<file path="src/rtl/non_res_div_host.sv">
// Host-side sequencer for the byte-serial non-restoring divider, exposing valid/ready operand and result ports.
// Define DIV_HOST_ZERO_CHECK_EN to answer zero-divisor requests locally without touching the divider.
module non_res_div_host #(
  parameter int TIMEOUT_CYCLES = 64
) (
  input  logic        clk,
  input  logic        rst,
  input  logic        op_valid,
  output logic        op_ready,
  input  logic [15:0] dividend,
  input  logic [7:0]  divisor,
  output logic        res_valid,
  input  logic        res_ready,
  output logic [7:0]  quotient,
  output logic [7:0]  remainder,
  output logic        res_timeout,
  output logic        res_div0,
  output logic        div_begin,
  output logic [7:0]  div_in_bus,
  input  logic        div_fin,
  input  logic [7:0]  div_out_bus
);

  localparam int CW = (TIMEOUT_CYCLES < 2) ? 1 : $clog2(TIMEOUT_CYCLES);
  localparam logic [CW-1:0] CNT_LAST = CW'(TIMEOUT_CYCLES - 1);

  typedef enum logic [2:0] {
    S_IDLE, S_BEGIN, S_SEND_HI, S_SEND_LO, S_SEND_DIV, S_WAIT, S_CAP_R, S_DONE
  } state_t;

  state_t        state, next_state;
  logic [15:0]   dividend_q;
  logic [7:0]    divisor_q;
  logic [CW-1:0] wait_cnt;
  logic          accept;
  logic          zero_div;

  assign accept = op_valid && op_ready;

`ifdef DIV_HOST_ZERO_CHECK_EN
  assign zero_div = (divisor == 8'h00);
`else
  assign zero_div = 1'b0;
`endif

  always_ff @(posedge clk or negedge rst) begin
    if (!rst) state <= S_IDLE;
    else      state <= next_state;
  end

  always_comb begin
    next_state = state;
    case (state)
      S_IDLE:     if (accept) next_state = zero_div ? S_DONE : S_BEGIN;
      S_BEGIN:    next_state = S_SEND_HI;
      S_SEND_HI:  next_state = S_SEND_LO;
      S_SEND_LO:  next_state = S_SEND_DIV;
      S_SEND_DIV: next_state = S_WAIT;
      S_WAIT: begin
        if (div_fin)                    next_state = S_CAP_R;
        else if (wait_cnt == CNT_LAST)  next_state = S_DONE;
      end
      S_CAP_R:    next_state = S_DONE;
      S_DONE:     if (res_ready) next_state = S_IDLE;
      default:    next_state = S_IDLE;
    endcase
  end

  // Outputs are registered from next_state so they line up with the state they describe.
  always_ff @(posedge clk or negedge rst) begin
    if (!rst) begin
      op_ready    <= 1'b0;
      res_valid   <= 1'b0;
      div_begin   <= 1'b0;
      div_in_bus  <= 8'h00;
      quotient    <= 8'h00;
      remainder   <= 8'h00;
      res_timeout <= 1'b0;
      res_div0    <= 1'b0;
      dividend_q  <= 16'h0000;
      divisor_q   <= 8'h00;
      wait_cnt    <= '0;
    end else begin
      op_ready  <= (next_state == S_IDLE);
      res_valid <= (next_state == S_DONE);
      div_begin <= (next_state == S_BEGIN);

      case (next_state)
        S_SEND_HI:  div_in_bus <= dividend_q[15:8];
        S_SEND_LO:  div_in_bus <= dividend_q[7:0];
        S_SEND_DIV: div_in_bus <= divisor_q;
        default:    div_in_bus <= 8'h00;
      endcase

      if (state == S_WAIT) wait_cnt <= wait_cnt + 1'b1;
      else                 wait_cnt <= '0;

      case (state)
        S_IDLE: begin
          if (accept) begin
            dividend_q  <= dividend;
            divisor_q   <= divisor;
            res_timeout <= 1'b0;
            res_div0    <= zero_div;
            if (zero_div) begin
              quotient  <= 8'hFF;
              remainder <= dividend[7:0];
            end
          end
        end
        S_WAIT: begin
          if (div_fin) begin
            quotient <= div_out_bus;
          end else if (wait_cnt == CNT_LAST) begin
            res_timeout <= 1'b1;
            quotient    <= 8'h00;
            remainder   <= 8'h00;
          end
        end
        // The divider presents the remainder the cycle after the quotient strobe.
        S_CAP_R: remainder <= div_out_bus;
        S_DONE: begin
          if (res_ready) begin
            res_timeout <= 1'b0;
            res_div0    <= 1'b0;
          end
        end
        default: ;
      endcase
    end
  end

endmodule

</file>
<file path="config.mk">
export PLATFORM = sky130hd
export DESIGN_NAME = non_res_div_host
export DESIGN_NICKNAME = d
export VERILOG_FILES = /design/src/rtl/non_res_div_host.sv
export SDC_FILE = /design/constraint.sdc
export NUM_CORES = 1
export LEC_CHECK = 0
export CORE_MARGIN = 4
export CORE_UTILIZATION = 45
export CTS_CLUSTER_DIAMETER = 40
export DETAILED_ROUTE_END_ITERATION = 8
export PLACE_DENSITY = 0.74
export SYNTH_ARGS = -nofsm -noshare
export SYNTH_HDL_FRONTEND = slang
export SYNTH_SLANG_ARGS = --single-unit
</file>
<file path="constraint.sdc">
create_clock -name clk -period 2.1 [get_ports clk]
set_clock_uncertainty 0.15 [all_clocks]
set_input_delay 0.21 -clock clk [delete_from_list [all_inputs] [get_ports clk]]
set_output_delay 0.21 -clock clk [all_outputs]
set_load 0.005 [all_outputs]
</file>
---- Yosys cells after proc, flatten, opt, wreduce, memory -nomap -nowiden ----
Cells that the tools add are included.
Widths: inputs -> output; s select.
operators by class
  $add $sub $neg .......................... 1
  equality and inequality tests ........... 17
  multiplexer cells ....................... 17
  reductions and logical operators ........ 12
operators by type and width
  operator             number
  $mux 8               3
  $pmux 3 s8           1
  $pmux 8 s3           1
  $eq 3x3->1 const B   6
  $pmux 8 s2           1
  $eq 3x2->1 const B   4
  $mux 3               4
  $add 6x1->6 const B  1
  $eq 3x1->1 const B   2
  $eq 6x6->1 const B   1
  $logic_not 3->1      2
  $mux 6               1
  $ne 2x2->1 const B   3
  $reduce_and 3->1     2
  $reduce_bool 2->1    3
  $reduce_and 5->1     1
  $mux 1               4
  $reduce_and 2->1     2
  $pmux 1 s3           1
  $reduce_bool 3->1    1
  $ne 2x1->1 const B   1
  $pmux 1 s2           1
  $logic_and 1x1->1    1
word-level totals
  register bits ........................... 62
  bits of input ports ..................... 37
  output and inout bits ................... 29
  word-level logic and storage cells ...... 59

---- Logic depth before layout (Yosys ltp) ----
Gate-level depths: netlist (run 1).
  depth in word-level cells ............... 6
  depth in mapped cells ................... 6
  mapped depth without buffers ............ 4

---- Worst setup path after synthesis (run 1) ----
Ideal clock, no wire load.
  path type ............................... register -> register
  from .................................... register state[0]
  to ...................................... register dividend_q[10]
  library setup time ...................... 0.125 ns
  data arrival time ....................... 1.548 ns
  data required time ...................... 1.825 ns
  slack ................................... 0.277 ns
  stages on the path, launching flop included .. 6
  cell sequence ........................... dfrtp_1 > buf_6 > or3_4 > nor2_8 > buf_12 > mux2_4
on the way
  word-level cells in the longest chain between the ends .. 2
ends and longest elaborated chain
  item                               RTL line  RTL
  from (decl)                        31        state_t state, next_state;
  from (signal assigned)             48        else state <= next_state;
  $logic_not 3->1                    98        case (state)
  $reduce_and 2->1 (no source line)  --
  to (signal assigned)               101       dividend_q <= dividend;
  to (decl)                          32        logic [15:0] dividend_q;
No other way between the ends.
A chain may end at the register's enable or synchronous reset.

---- Worst setup path in the final report (run 1) ----
  from .................................... register state[0]
  to ...................................... register div_in_bus[0]
on the way
  word-level cells in the longest chain between the ends .. 5
  elaborated cells on any way between the ends .. 17
ends and longest elaborated chain
  item                                             RTL line  RTL
  $mux 3                                           61        else if (wait_cnt == CNT_LAST) next_state = S_DONE;
  $mux 3                                           60        if (div_fin) next_state = S_CAP_R;
  $pmux 3 s8 (*)                                   53        case (state)
  $eq 3x3->1 / $eq 3x2->1 (equally long branches)  88        case (next_state)
  $pmux 8 s3 (*)                                   88
  to (signal assigned)                             89        S_SEND_HI: div_in_bus <= dividend_q[15:8];
  to (signal assigned)                             90        S_SEND_LO: div_in_bus <= dividend_q[7:0];
  to (signal assigned)                             91        S_SEND_DIV: div_in_bus <= divisor_q;
  to (decl)                                        19        output logic [7:0] div_in_bus,
Mark *: on every way between the ends. The rest lies on a longest branch, timed or not.

==> results by group, run 1 <==
Outcome
  • Outcome: completed

Drt
  • 1st-iter DRT viols: 97
  • Antenna Nets Post-Route: 0
  • Vias per cell: 5.33
  • Routed wire per std cell: 16.8 um
  • WL final: 6.23 mm
  • First drt pass iteration count: 4
  • DRC Markers: 0
  • Via count: 1973

Die
  • Row count: 28
  • Die Wd: 85.9 um
  • Core box area: 5920 sq um
  • Top Ports: 66
  • Die area: 7380 sq um
  • Die height: 85.9 um
  • Starting Density: 0.462

Timing
  • Final setup viols: 0
  • Final hold vios: 0
  • RSZ-0062 raised after global routing: no
  • Peak Freq: 541 MHz
  • Worst Slack Setup Final: 0.251 ns
  • Worst slew pin tran: 0.793 ns
  • Final Critical Period: 1.85 ns
  • Sum Neg Setup Slack: 0 ns
  • Period utilization: 0.880
  • Fin. max-slew vios: 0
  • Slew margin rel.: 0.470

Critical path
  • Max incr delay on CP: 0.68 ns
  • Setup crit end kind: flip-flop
  • Required @ worst endpoint: 2.22 ns
  • Data arrival, critical path: 1.97 ns
  • Type of the worst setup path: flip-flop to flip-flop
  • Worst path slowest cell: nor2b_1
  • Worst path cell trace: buf_4 -> nor2b_1 -> a22oi_1 -> nor2_1
  • R2R Setup Slk: 0.25 ns
  • Startpoint types: flip-flop
  • Largest fanout on the critical path: 19

Clocking
  • CTS buffer count: 9
  • Hold_buf cts: 1
  • Max Root-Sink Buffers: 2
  • CTS Root Cell: clkbuf_8
  • Clock-pin slew on the worst setup and hold paths: 0.07 ns
  • Clock sinks: 61
  • Post-CTS Resized: 0
  • CTS tree: done
  • Worst skew pair latency: 0.34 ns
  • Buffers inserted by post-CTS timing repair: 0
  • # H-tree levels: 3

GRT
  • Initial antenna violation count: 0
  • All-Layer GR Usage: 0.178
  • Most used routing layer: met2
  • Largest net degree at the start of global routing: 62
  • Vias in the first global route: 1996
  • Remaining Overflow, GRT: 0
  • Wire length of the first global-routing pass: 9.97 mm
  • GR met2 Demand/Resource: 0.277
  • Grt met3 use: 0.0519
  • GR Layer Usage met1: 0.228

Synthesis
  • Syn Inst Count: 220
  • Avg Cell Area, Syn: 12.4 sq um
  • Seq/Total Area, Yosys: 0.559
  • Synth Register Bits: 61
  • Synth Warn #: 0
  • Synth Net Count: 258
  • Synthesized area: 2730 sq um
  • Synth top area share: 0.559
  • Area leader, netlist: dfrtp_1
  • Unique cell type count in the Yosys netlist: 38
  • Area contributors post-synth: dfrtp_1, mux2_4, a22oi_1, mux2_2, o21ai_0

Place
  • Worst Setup Slack post-DPL: 0.202 ns
  • Gpl congestion: 0.721
  • Port bufs: 64
  • DP HPWL: 4.29 mm

Power and ir drop
  • Cell area power density: 1230 nW/um^2
  • Leakage power total: 1.63 nW
  • Maximum vdd drop: 0.590 mV

Finish
  • Layout area overhead: 34.2%
  • Final net count: 329
  • Reg area: 1530 sq um
  • Share of layout cells above drive strength 1: 0.207
  • FILL cells: 497
  • Multi-input logic area: 1090 sq um
  • Antenna diodes: 0

Run
  • Max Cap Violations: 0

Worst hold path
  • HP Class: input pin to asynchronous set/reset pin
[through the flow]
step / power [mW] / cell area, sq um / util / std cells / hold slack [ns]
finish: 4.51 / 3670 / 0.619 / 370 / 0.253
global route: 4.79 / 3670 / 0.619 / 370 / 0.288
CTS: 4.54 / 3670 / 0.619 / 370 / 0.259
detailed placement: 3.48 / 3460 / 0.584 / 354 / 0.0941
global placement: 3.42 / 3460 / 0.584 / 354 / 0.0901
floorplan: 2.76 / 2730 / - / 220 / -0.236
[logic make-up after synthesis]
group | Yosys count | share of synthesized area
and+or+nand+nor | 51 | 0.102
xor gates and xnor gates | 3 | 0.00962
muxes | 32 | 0.157
AOI/OAI and AO/OA | 53 | 0.125
other | 1 | 0.00137
buffers and inverters | 18 | 0.0421
adders and majority gates | 1 | 0.00458
DFF | 61 | 0.559
[layout make-up]
type,count,area share
Sequential cell,61,0.416
Clock inverter,4,0.0130
Multi-Input combinational cell,141,0.298
Timing Repair Buffer,75,0.203
Tap cell,75,0.0256
Inverter,3,0.00307
Clock buffer,11,0.0413
[power by group]
part | total, mW | internal, mW | switching [mW]
Clock | 1.04 | 0.602 | 0.442
Combinational | 1.66 | 0.945 | 0.711
Sequential | 1.81 | 1.56 | 0.247
[cells in the mapped netlist, drive strengths merged]
| cell type | n |
|---|---|
| a21boi | 1 |
| a21oi | 4 |
| a22o | 1 |
| a22oi | 24 |
| a31oi | 1 |
| and3 | 1 |
| and3b | 1 |
| and4b | 1 |
| buf | 8 |
| clkbuf | 7 |
| conb | 1 |
| dfrtp | 61 |
| ha | 1 |
| inv | 3 |
| mux2 | 32 |
| nand2 | 13 |
| nand2b | 8 |
| nand3 | 2 |
| nand3b | 2 |
| nand4 | 2 |
| nor2 | 14 |
| nor2b | 2 |
| nor3 | 1 |
| nor4 | 2 |
| o21a | 1 |
| o21ai | 19 |
| o221a | 1 |
| o22ai | 1 |
| or3 | 2 |
| xnor2 | 1 |
| xor2 | 2 |
[sequential cells by signal, summed over array words and instances (netlist names)]
register and count:
op_ready 1, res_timeout 1, div_in_bus 8, state 3, quotient 8, res_valid 1, div_begin 1, divisor_q 8
dividend_q 16, wait_cnt 6, remainder 8
[critical path: cells and delay by family (launching register included)]
family,cells,cell delay (ns)
buffers and inverters,1,0.25
DFF,1,0.35
AOI/OAI and AO/OA,1,0.22
and+or+nand+nor,2,0.81
[routing by layer]
metal / wire, um / up-vias
met1: 2720 / 959
li1: - / 924
met5: 0 / -
met4: 122 / 0
met2: 2900 / 79
met3: 484 / 11
[worst paths after layout]
kind / start / cells past startpoint / end
max in group asynchronous: rst / 3 / dividend_q[2]
min in group clk: wait_cnt[0] / 1 / wait_cnt[0]
worst min register to register: wait_cnt[0] / 1 / wait_cnt[0]
worst max register to register: state[0] / 4 / div_in_bus[0]
worst min-delay path: rst / 3 / remainder[4]
worst max-delay path: state[0] / 4 / div_in_bus[0]
[layout by cell type, fill, tap and decap left out, types with 2 or more instances in the layout]
cell / count
clkinv_2: 2
clkbuf_8: 11
mux2_4: 18
mux2_2: 14
nand2_1: 13
buf_4: 8
inv_1: 3
nand3b_1: 2
nor2_1: 13
nor2b_1: 2
dfrtp_1: 61
xor2_1: 2
clkdlybuf4s50_1: 63
nor4_1: 2
a22oi_1: 24
nand4_1: 2
nand3_1: 2
o21ai_0: 19
nand2b_1: 8
buf_12: 2
a21oi_1: 4
Power figures use the tool's default switching activity.
==> run 2, diff against run 1 <==
--- a/config.mk
+++ b/config.mk
@@ -5,6 +5,7 @@
 export SDC_FILE = /design/constraint.sdc
 export NUM_CORES = 1
 export LEC_CHECK = 0
+export CAP_MARGIN = 0
 export CORE_MARGIN = 4
 export CORE_UTILIZATION = 45
 export CTS_CLUSTER_DIAMETER = 40
==> results of run 2 <==
Final layout, timing and power as in run 1 (identical DEF).
==> run 3, diff against run 2 <==
--- a/config.mk
+++ b/config.mk
@@ -6,7 +6,7 @@
 export NUM_CORES = 1
 export LEC_CHECK = 0
 export CAP_MARGIN = 0
-export CORE_MARGIN = 4
+export CORE_MARGIN = 2
 export CORE_UTILIZATION = 45
 export CTS_CLUSTER_DIAMETER = 40
 export DETAILED_ROUTE_END_ITERATION = 8
==> results by group, run 3 (same netlist as run 1, synthesis figures left out) <==
Outcome
  • Outcome: completed

Die
  • Die area: 6710 sq um
  • Core box area: 5890 sq um
  • Top Ports: 66
  • Starting Density: 0.464
  • Die Wd: 81.9 um
  • Die height: 81.9 um
  • Row count: 28

Power and ir drop
  • Combinational power share: 0.359
  • Reg power frac: 0.388
  • Leakage power total: 1.63 nW
  • Net Switching: 1.41 mW
  • Net Sw Frac: 0.304
  • Clk pwr share: 0.253
  • Maximum vdd drop: 0.655 mV
  • Cell area power density: 1260 nW/um^2
  • Total power: 4.63 mW
  • Internal: 3.22 mW

Finish
  • Layout area overhead: 34.6%
  • Share of layout cells above drive strength 1: 0.201
  • Antenna diodes: 0
  • Leading cell type in the layout, fill and taps excluded: clkdlybuf4s50_1
  • Non-filler cells, final: 369
  • Most frequent cells in the layout: clkdlybuf4s50_1, dfrtp_1, a22oi_1
  • Largest Register: dividend_q
  • Number of flip-flops in the largest register: 16
  • Final net count: 327

Drt
  • Vias per cell: 5.43
  • DRC Markers: 0
  • 1st-iter DRT viols: 165
  • Metal3 WL: 326 um
  • First drt pass iteration count: 4
  • Routed length on met1: 2.60 mm
  • WL final: 5.89 mm
  • Via count: 2004
  • Met2 WL post-DR: 2.90 mm
  • Top sig layer: met4
  • Routed wire per std cell: 16.0 um
  • Antenna Nets Post-Route: 0

GRT
  • Vias in the first global route: 1910
  • Largest net degree at the start of global routing: 45
  • All-Layer GR Usage: 0.191
  • Wire length of the first global-routing pass: 9.40 mm
  • Remaining Overflow, GRT: 0
  • Initial antenna violation count: 0

Timing
  • Sum Neg Setup Slack: 0 ns
  • Slew margin rel.: 0.485
  • RSZ-0062 raised after global routing: no
  • Final hold vios: 0
  • Fin. max-slew vios: 0
  • Final setup viols: 0
  • Worst slew pin tran: 0.772 ns
  • Final Critical Period: 1.83 ns
  • Period utilization: 0.870
  • Peak Freq: 547 MHz

Place
  • Cells after DPL: 352
  • DP HPWL: 3.93 mm
  • Port bufs: 64
  • Gpl congestion: 0.755

Clocking
  • CTS Root Cell: clkbuf_8
  • Clock-pin slew on the worst setup and hold paths: 0.06 ns
  • Clock sinks: 61
  • CTS buffer count: 9
  • Worst skew pair latency: 0.34 ns
  • Post-CTS Resized: 0
  • CTS tree: done
  • Buffers inserted by post-CTS timing repair: 0
  • Max Root-Sink Buffers: 2
  • Hold_buf cts: 1
  • # H-tree levels: 3

Worst hold path
  • HP Class: input pin to asynchronous set/reset pin

Critical path
  • Data arrival, critical path: 1.85 ns
  • Reg2Reg Depth: 5
  • Largest fanout on the critical path: 20
  • Required @ worst endpoint: 2.13 ns
  • Setup crit end kind: flip-flop
  • Startpoint types: flip-flop
  • Type of the worst setup path: flip-flop to flip-flop

Run
  • Max Cap Violations: 0
[run 3: changes by cell type in the layout (fill, tap and decap cells not counted)]
cell and delta:
buf_4 -2, bufinv_16 +1, clkbuf_1 +1, clkinvlp_4 -1
[run 3: cell type report]
| class | instances | area (sq um) |
|---|---|---|
| timing repair buffer | 73 | 731 |
| clock inverter | 4 | 70.1 |
| inverter | 3 | 11.3 |
| multi-input combinational | 141 | 1090 |
| fill | 475 | 2210 |
| sequential | 61 | 1530 |
| clock buffer | 12 | 155 |
| tap | 75 | 93.8 |
[run 3: through the flow]
stage / utilization / hold slack (ns) / worst slack, ns / cell area (sq um)
finish: 0.625 / 0.202 / 0.273 / 3680
global route: 0.625 / 0.226 / 0.0957 / 3680
global placement: 0.585 / 0.0210 / 0.272 / 3440
detailed placement: 0.585 / 0.0315 / 0.246 / 3440
CTS: 0.625 / 0.200 / 0.250 / 3680
floorplan: - / -0.236 / 0.277 / 2730
[run 3: worst paths after layout]
kind                            slack, ns            end        start
worst max-delay path                 0.27    quotient[1]     state[1]
worst min-delay path                 0.20  div_in_bus[4]          rst
worst max register to register       0.27    quotient[1]     state[1]
worst min register to register       0.31    wait_cnt[0]  wait_cnt[0]
max in group asynchronous            1.02   remainder[7]          rst
min in group clk                     0.31    wait_cnt[0]  wait_cnt[0]
[run 3: power groups by stage]
stage	logic [mW]	registers (mW)	clock network (mW)
after floorplan	0.989	1.78	0
after global placement	1.60	1.80	0
after detailed placement	1.66	1.81	0
after CTS	1.67	1.80	1.19
after global routing	1.85	1.84	1.24
final	1.66	1.80	1.17
[run 3: per-layer routing]
layer	GRT usage	vias up
met5	0	-
met3	0.0571	7
met4	0.0767	0
li1	-	927
met2	0.285	66
met1	0.260	1004
[run 3: critical path: stages, from the launching register on]
cell	delay, ns
dfrtp_1	0.38
buf_4	0.21
nand3b_1	0.34
buf_4	0.27
a22oi_1	0.20
o21ai_0	0.14
